<file path="src/rtl/sys_array_sequencer.sv">
// Run controller for sys_array_fetcher: weight load, compute kick, ready
// handshake with watchdog, then a row-major scan of the output matrix that
// reduces each row to a signed argmax streamed over valid/ready.
module sys_array_sequencer #(
  parameter int DATA_WIDTH = 8,
  parameter int ARRAY_A_W  = 1,
  parameter int ARRAY_W_L  = 10,
  parameter int TIMEOUT    = 4096,
  localparam int RW        = (ARRAY_A_W > 1) ? $clog2(ARRAY_A_W) : 1,
  localparam int CW        = (ARRAY_W_L > 1) ? $clog2(ARRAY_W_L) : 1,
  localparam int DW2       = 2 * DATA_WIDTH
) (
  input  logic                  clk,
  input  logic                  reset,
  input  logic                  start,
  input  logic                  skip_load,
  output logic                  busy,
  output logic                  done,
  output logic                  timeout_err,
  output logic                  weights_load,
  output logic                  start_comp,
  input  logic                  comp_ready,
  output logic [RW-1:0]         res_row,
  output logic [CW-1:0]         res_col,
  input  logic signed [DW2-1:0] res_data,
  output logic                  cls_valid,
  input  logic                  cls_ready,
  output logic [RW-1:0]         cls_row,
  output logic [CW-1:0]         cls_idx,
  output logic signed [DW2-1:0] cls_max
);

  localparam int WDW = $clog2(TIMEOUT + 1);

  localparam logic [WDW-1:0] WD_LAST  = WDW'(TIMEOUT - 1);
  localparam logic [RW-1:0]  ROW_LAST = RW'(ARRAY_A_W - 1);
  localparam logic [CW-1:0]  COL_LAST = CW'(ARRAY_W_L - 1);

  typedef enum logic [2:0] {
    S_IDLE,
    S_LOAD,
    S_KICK,
    S_WAIT_LO,
    S_WAIT_HI,
    S_SCAN,
    S_EMIT,
    S_DONE
  } state_t;

  state_t                state_q, state_d;
  logic [WDW-1:0]        wd_q, wd_d;
  logic [RW-1:0]         res_row_q, res_row_d;
  logic [CW-1:0]         res_col_q, res_col_d;
  logic signed [DW2-1:0] run_max_q, run_max_d;
  logic [CW-1:0]         run_idx_q, run_idx_d;
  logic                  cls_valid_q, cls_valid_d;
  logic [RW-1:0]         cls_row_q, cls_row_d;
  logic [CW-1:0]         cls_idx_q, cls_idx_d;
  logic signed [DW2-1:0] cls_max_q, cls_max_d;
  logic                  timeout_err_q, timeout_err_d;
  logic                  busy_q, busy_d;
  logic                  done_q, done_d;
  logic                  weights_load_q, weights_load_d;
  logic                  start_comp_q, start_comp_d;

  logic                  take;
  logic signed [DW2-1:0] scan_max;
  logic [CW-1:0]         scan_idx;

  // Running argmax candidate for the element addressed this cycle
  always_comb begin
    take     = (res_col_q == '0) || (res_data > run_max_q);
    scan_max = take ? res_data : run_max_q;
    scan_idx = take ? res_col_q : run_idx_q;
  end

  // Next-state and registered-output decode
  always_comb begin
    state_d       = state_q;
    wd_d          = wd_q;
    res_row_d     = res_row_q;
    res_col_d     = res_col_q;
    run_max_d     = run_max_q;
    run_idx_d     = run_idx_q;
    cls_valid_d   = cls_valid_q;
    cls_row_d     = cls_row_q;
    cls_idx_d     = cls_idx_q;
    cls_max_d     = cls_max_q;
    timeout_err_d = timeout_err_q;

    unique case (state_q)
      S_IDLE: begin
        if (start) begin
          timeout_err_d = 1'b0;
          state_d       = skip_load ? S_KICK : S_LOAD;
        end
      end
      S_LOAD: state_d = S_KICK;
      S_KICK: begin
        wd_d    = '0;
        state_d = S_WAIT_LO;
      end
      // >= rather than ==: the count can pass TIMEOUT-1 on the LO->HI hop
      S_WAIT_LO: begin
        wd_d = wd_q + 1'b1;
        if (!comp_ready) begin
          state_d = S_WAIT_HI;
        end else if (wd_q >= WD_LAST) begin
          timeout_err_d = 1'b1;
          state_d       = S_DONE;
        end
      end
      S_WAIT_HI: begin
        wd_d = wd_q + 1'b1;
        if (comp_ready) begin
          res_row_d = '0;
          res_col_d = '0;
          state_d   = S_SCAN;
        end else if (wd_q >= WD_LAST) begin
          timeout_err_d = 1'b1;
          state_d       = S_DONE;
        end
      end
      S_SCAN: begin
        run_max_d = scan_max;
        run_idx_d = scan_idx;
        if (res_col_q == COL_LAST) begin
          cls_valid_d = 1'b1;
          cls_row_d   = res_row_q;
          cls_idx_d   = scan_idx;
          cls_max_d   = scan_max;
          state_d     = S_EMIT;
        end else begin
          res_col_d = res_col_q + 1'b1;
        end
      end
      S_EMIT: begin
        if (cls_valid_q && cls_ready) begin
          cls_valid_d = 1'b0;
          if (res_row_q == ROW_LAST) begin
            state_d = S_DONE;
          end else begin
            res_row_d = res_row_q + 1'b1;
            res_col_d = '0;
            state_d   = S_SCAN;
          end
        end
      end
      S_DONE:  state_d = S_IDLE;
      default: state_d = S_IDLE;
    endcase

    busy_d         = (state_d != S_IDLE);
    done_d         = (state_d == S_DONE);
    weights_load_d = (state_d == S_LOAD);
    start_comp_d   = (state_d == S_KICK);
  end

  // State and output registers
  always_ff @(posedge clk or posedge reset) begin
    if (reset) begin
      state_q        <= S_IDLE;
      wd_q           <= '0;
      res_row_q      <= '0;
      res_col_q      <= '0;
      run_max_q      <= '0;
      run_idx_q      <= '0;
      cls_valid_q    <= 1'b0;
      cls_row_q      <= '0;
      cls_idx_q      <= '0;
      cls_max_q      <= '0;
      timeout_err_q  <= 1'b0;
      busy_q         <= 1'b0;
      done_q         <= 1'b0;
      weights_load_q <= 1'b0;
      start_comp_q   <= 1'b0;
    end else begin
      state_q        <= state_d;
      wd_q           <= wd_d;
      res_row_q      <= res_row_d;
      res_col_q      <= res_col_d;
      run_max_q      <= run_max_d;
      run_idx_q      <= run_idx_d;
      cls_valid_q    <= cls_valid_d;
      cls_row_q      <= cls_row_d;
      cls_idx_q      <= cls_idx_d;
      cls_max_q      <= cls_max_d;
      timeout_err_q  <= timeout_err_d;
      busy_q         <= busy_d;
      done_q         <= done_d;
      weights_load_q <= weights_load_d;
      start_comp_q   <= start_comp_d;
    end
  end

  assign busy         = busy_q;
  assign done         = done_q;
  assign timeout_err  = timeout_err_q;
  assign weights_load = weights_load_q;
  assign start_comp   = start_comp_q;
  assign res_row      = res_row_q;
  assign res_col      = res_col_q;
  assign cls_valid    = cls_valid_q;
  assign cls_row      = cls_row_q;
  assign cls_idx      = cls_idx_q;
  assign cls_max      = cls_max_q;

endmodule

</file>
<file path="config.mk">
export PLATFORM = sky130hd
export DESIGN_NAME = sys_array_sequencer
export DESIGN_NICKNAME = d
export VERILOG_FILES = /design/src/rtl/sys_array_sequencer.sv
export SDC_FILE = /design/constraint.sdc
export NUM_CORES = 1
export LEC_CHECK = 0
export ABC_CLOCK_PERIOD_IN_PS = 3130
export BUFFER_PORTS_ARGS = -buffer_cell sky130_fd_sc_hd__buf_2
export CELL_PAD_IN_SITES_DETAIL_PLACEMENT = 0
export CELL_PAD_IN_SITES_GLOBAL_PLACEMENT = 2
export CORE_UTILIZATION = 36
export DETAILED_ROUTE_END_ITERATION = 8
export PLACE_DENSITY = 0.9
export RECOVER_POWER = 100
export SYNTH_ARGS = -nofsm -noshare
export SYNTH_HDL_FRONTEND = slang
export SYNTH_SLANG_ARGS = --single-unit
export TNS_END_PERCENT = 5
</file>
<file path="constraint.sdc">
create_clock -name clk -period 3.13 [get_ports clk]
set_input_delay 0.4695 -clock clk [delete_from_list [all_inputs] [get_ports clk]]
set_output_delay 0.4695 -clock clk [all_outputs]
set_load 0.02 [all_outputs]
</file>
==> flow_summary.yaml <==
floorplan:
  pin_count: 54
  die_h_um: 103
  num_rows: 36
  core_um2: 9860
  initial_utilization_pct: 37.4
  dieWidth_um: 103
  design.die.area_um2: 10700
timing:
  finClkSkew_ns: 0.0127
  slew_headroom_pct: -10.8
  setup_tns_ns: 0
  fmax_mhz: 373
  timing.final.crit_share_pct: 85.6
  hold_slack_ns: 0.314
  setup-violations-final: 0
  rsz0062_at_grt: "no"
  period_needed_ns: 2.68
  hold_viol: 0
  tightest_slew_ns: 1.66
  setup_ws_ns: 0.450
  slew_violations: 67
run_status:
  violations: "capacitance limit, slew limit"
  status: "finished, violations left"
power:
  cellPowerDensity_nw_per_um2: 916
  p_leak_nw: 1.81
  irDropWorstVdd_uv: 274
synthesis:
  synth.top_cells.by_area: "dfrtp_1 (45%), ha_1 (6.8%), o31ai_1 (5.3%)"
  ys_seq_area_share_pct: 44.8
  synth_seq_cells: 66
  synth-edff-count: 0
  syn_area_per_cell_um2: 9.86
  syn_inst: 374
  async_reset_ff_share_pct: 100
  synth_warnings: 0
  synth_top_area_share_pct: 44.8
  synth_top_area_cell: "dfrtp_1"
  synth_cell_type_count: 51
  synth_most_common_cell: "dfrtp_1"
  synth_common_cells: "dfrtp_1 (66), nor2_1 (32), nand2_1 (28), o31ai_1 (26), inv_1 (25)"
  synth_ff_type: "dfrtp_1"
  syn_area_um2: 3690
worst_setup_path:
  path_class: "reg2reg"
  ff2ff_path_depth: 9
  reg2reg_slack_ns: 0.45
  reg2reg_to: "run_max_q[4]"
  worst-path-max-fanout: 13
  rr_startpoint: "run_max_q[14]"
  critPathArrivalTime_ns: 2.90
  cp.required_ns: 3.35
  slowest_delay_ns: 0.40
  cp-start-kind: "register"
  endpoint_kind: "register"
  worstPathCellList: "inv_1, ha_1, nand4_1, nor4_1, and4_4, nor3b_4, o31ai_2, buf_4, mux2_2"
  slowest_stage: "nor4_1"
detailed_routing:
  first_pass_iters: 4
  viasPerCell: 5.20
  detail-route-antenna-nets: 0
  wirelength_um: 7910
  drc_errors: 0
  dr_wl_met3_um: 262
  num_vias: 2909
  routedWlPerCell_um: 14.2
  top_layer: "met4"
  wl_met1_um: 3790
  dr_wl_met2_um: 3740
  drt_iter0_markers: 73
worst_hold_path:
  hold_depth: 2
  hp-class: "in2reg"
  hold_end: "weights_load"
  min-delay-start: "skip_load"
grt:
  grt-ovfl-total: 0
  grt_pass1_vias: 2734
  grt_max_degree: 67
  track_usage_pct: 16.0
  grt_pass1_wl_um: 13000
  antenna_found_initial: 0
cells_and_area:
  fin_cells: 559
  antenna-diode-count: 0
  fin_nets: 465
  drive_gt1_share_pct: 16.4
  area_delta_synth_final_pct: 15.0
placed_design:
  portBuffers: 51
  dp_slack_ns: 0.263
  routabilityCongestion: 0.763
  dp.cells: 545
  dpl.hpwl_um: 5560
clock_tree:
  postCtsHoldBufs: 0
  post_cts_resized: 0
  numCtsBuffers: 9
  cts_htree_levels: 3
  tritoncts: "yes"
  clockBufferDepth: 2
  clk_pin_slew_ns: 0.07
  cts-root-buf: "clkbuf_8"
  post_cts_buffers: 0
  clk_latency_ns: 0.34
  clkSinkCount: 66
job:
  cap_violations: 1
[per-layer routing]
metal | global-route usage (%) | vias to the layer above
met5 | 0 | -
met4 | 5.85 | 0
met3 | 2.82 | 10
met2 | 27.7 | 47
met1 | 20.0 | 1386
li1 | - | 1466
[metrics by stage]
stage	power (mW)	area [um^2]	util, %
global route	4.21	4240	43.0
global placement	3.11	4090	41.5
floorplan	2.68	3690	-
detailed placement	3.14	4090	41.5
CTS	3.99	4320	43.8
finish	3.89	4240	43.0
[cells in the final DEF (no fill, tap or decap), types with 2 or more instances in the layout]
cell type / count
o2bb2ai_1: 2
clkbuf_8: 12
dfrtp_1: 66
a21oi_1: 12
clkbuf_1: 31
bufinv_16: 2
a31oi_1: 21
nand3_1: 8
and3_1: 4
nand2_1: 28
mux2_1: 4
conb_1: 2
nor2b_1: 2
mux2_2: 16
mux2i_1: 4
inv_1: 25
buf_2: 21
or4_1: 15
ha_1: 20
buf_4: 8
xor2_1: 3
nor2_1: 32
nand3b_1: 2
o31ai_1: 25
nor3_1: 7
o311ai_0: 2
o21ai_0: 14
or4b_1: 4
or3_1: 2
nand4_1: 6
[flip-flops by register name, indices dropped and copies added (netlist names)]
name and flops:
cls_max 16, run_max_q 16, wd_q 13, cls_idx 4, res_col 4, run_idx_q 4, state_q 3, busy 1
cls_valid 1, done 1, start_comp 1, timeout_err 1, weights_load 1
[layout make-up]
class	instances	area, um^2
clock buffer	12	165
inverter	25	93.8
sequential	66	1650
timing repair buffer	61	287
clock inverter	2	60.1
fill	1023	5620
tap	133	166
multi-input combinational	260	1820
[report_power, final]
group	switching, mW	internal (mW)
registers	0.242	1.15
logic	1.02	0.653
clock network	0.319	0.506
[worst max-delay path, delay by kind of cell, from the launching register on]
kind                     cells  cell delay, ns
AO/OA/AOI/OAI                1            0.27
adder cells (fa/ha/maj)      1            0.29
buffers and inverters        2            0.33
flip-flops                   1            0.35
multiplexers                 1            0.36
AND/OR/NAND/NOR              4            0.97
[kinds of logic after synthesis]
| family | Yosys count | synth area share (%) |
|---|---|---|
| AOI/OAI and AO/OA | 86 | 15.6 |
| xor gates and xnor gates | 3 | 0.712 |
| adders and majority gates | 20 | 6.78 |
| buffers and inverters | 49 | 6.00 |
| DFF | 66 | 44.8 |
| muxes | 24 | 7.19 |
| other | 1 | 0.102 |
| and+or+nand+nor | 125 | 18.9 |
[how the worst max path moves through the flow]
stage	from	endpoint	cells past startpoint
6_report	run_max_q[14]	run_max_q[4]	9
5_1_grt	run_max_q[14]	cls_max[14]	9
4_1_cts	run_max_q[13]	run_max_q[4]	9
3_5_place_dp	res_data[13]	run_max_q[8]	9
3_3_place_gp	res_data[13]	run_max_q[9]	9
2_1_floorplan	res_data[13]	run_max_q[10]	8
(Power assumes the default switching activity.)
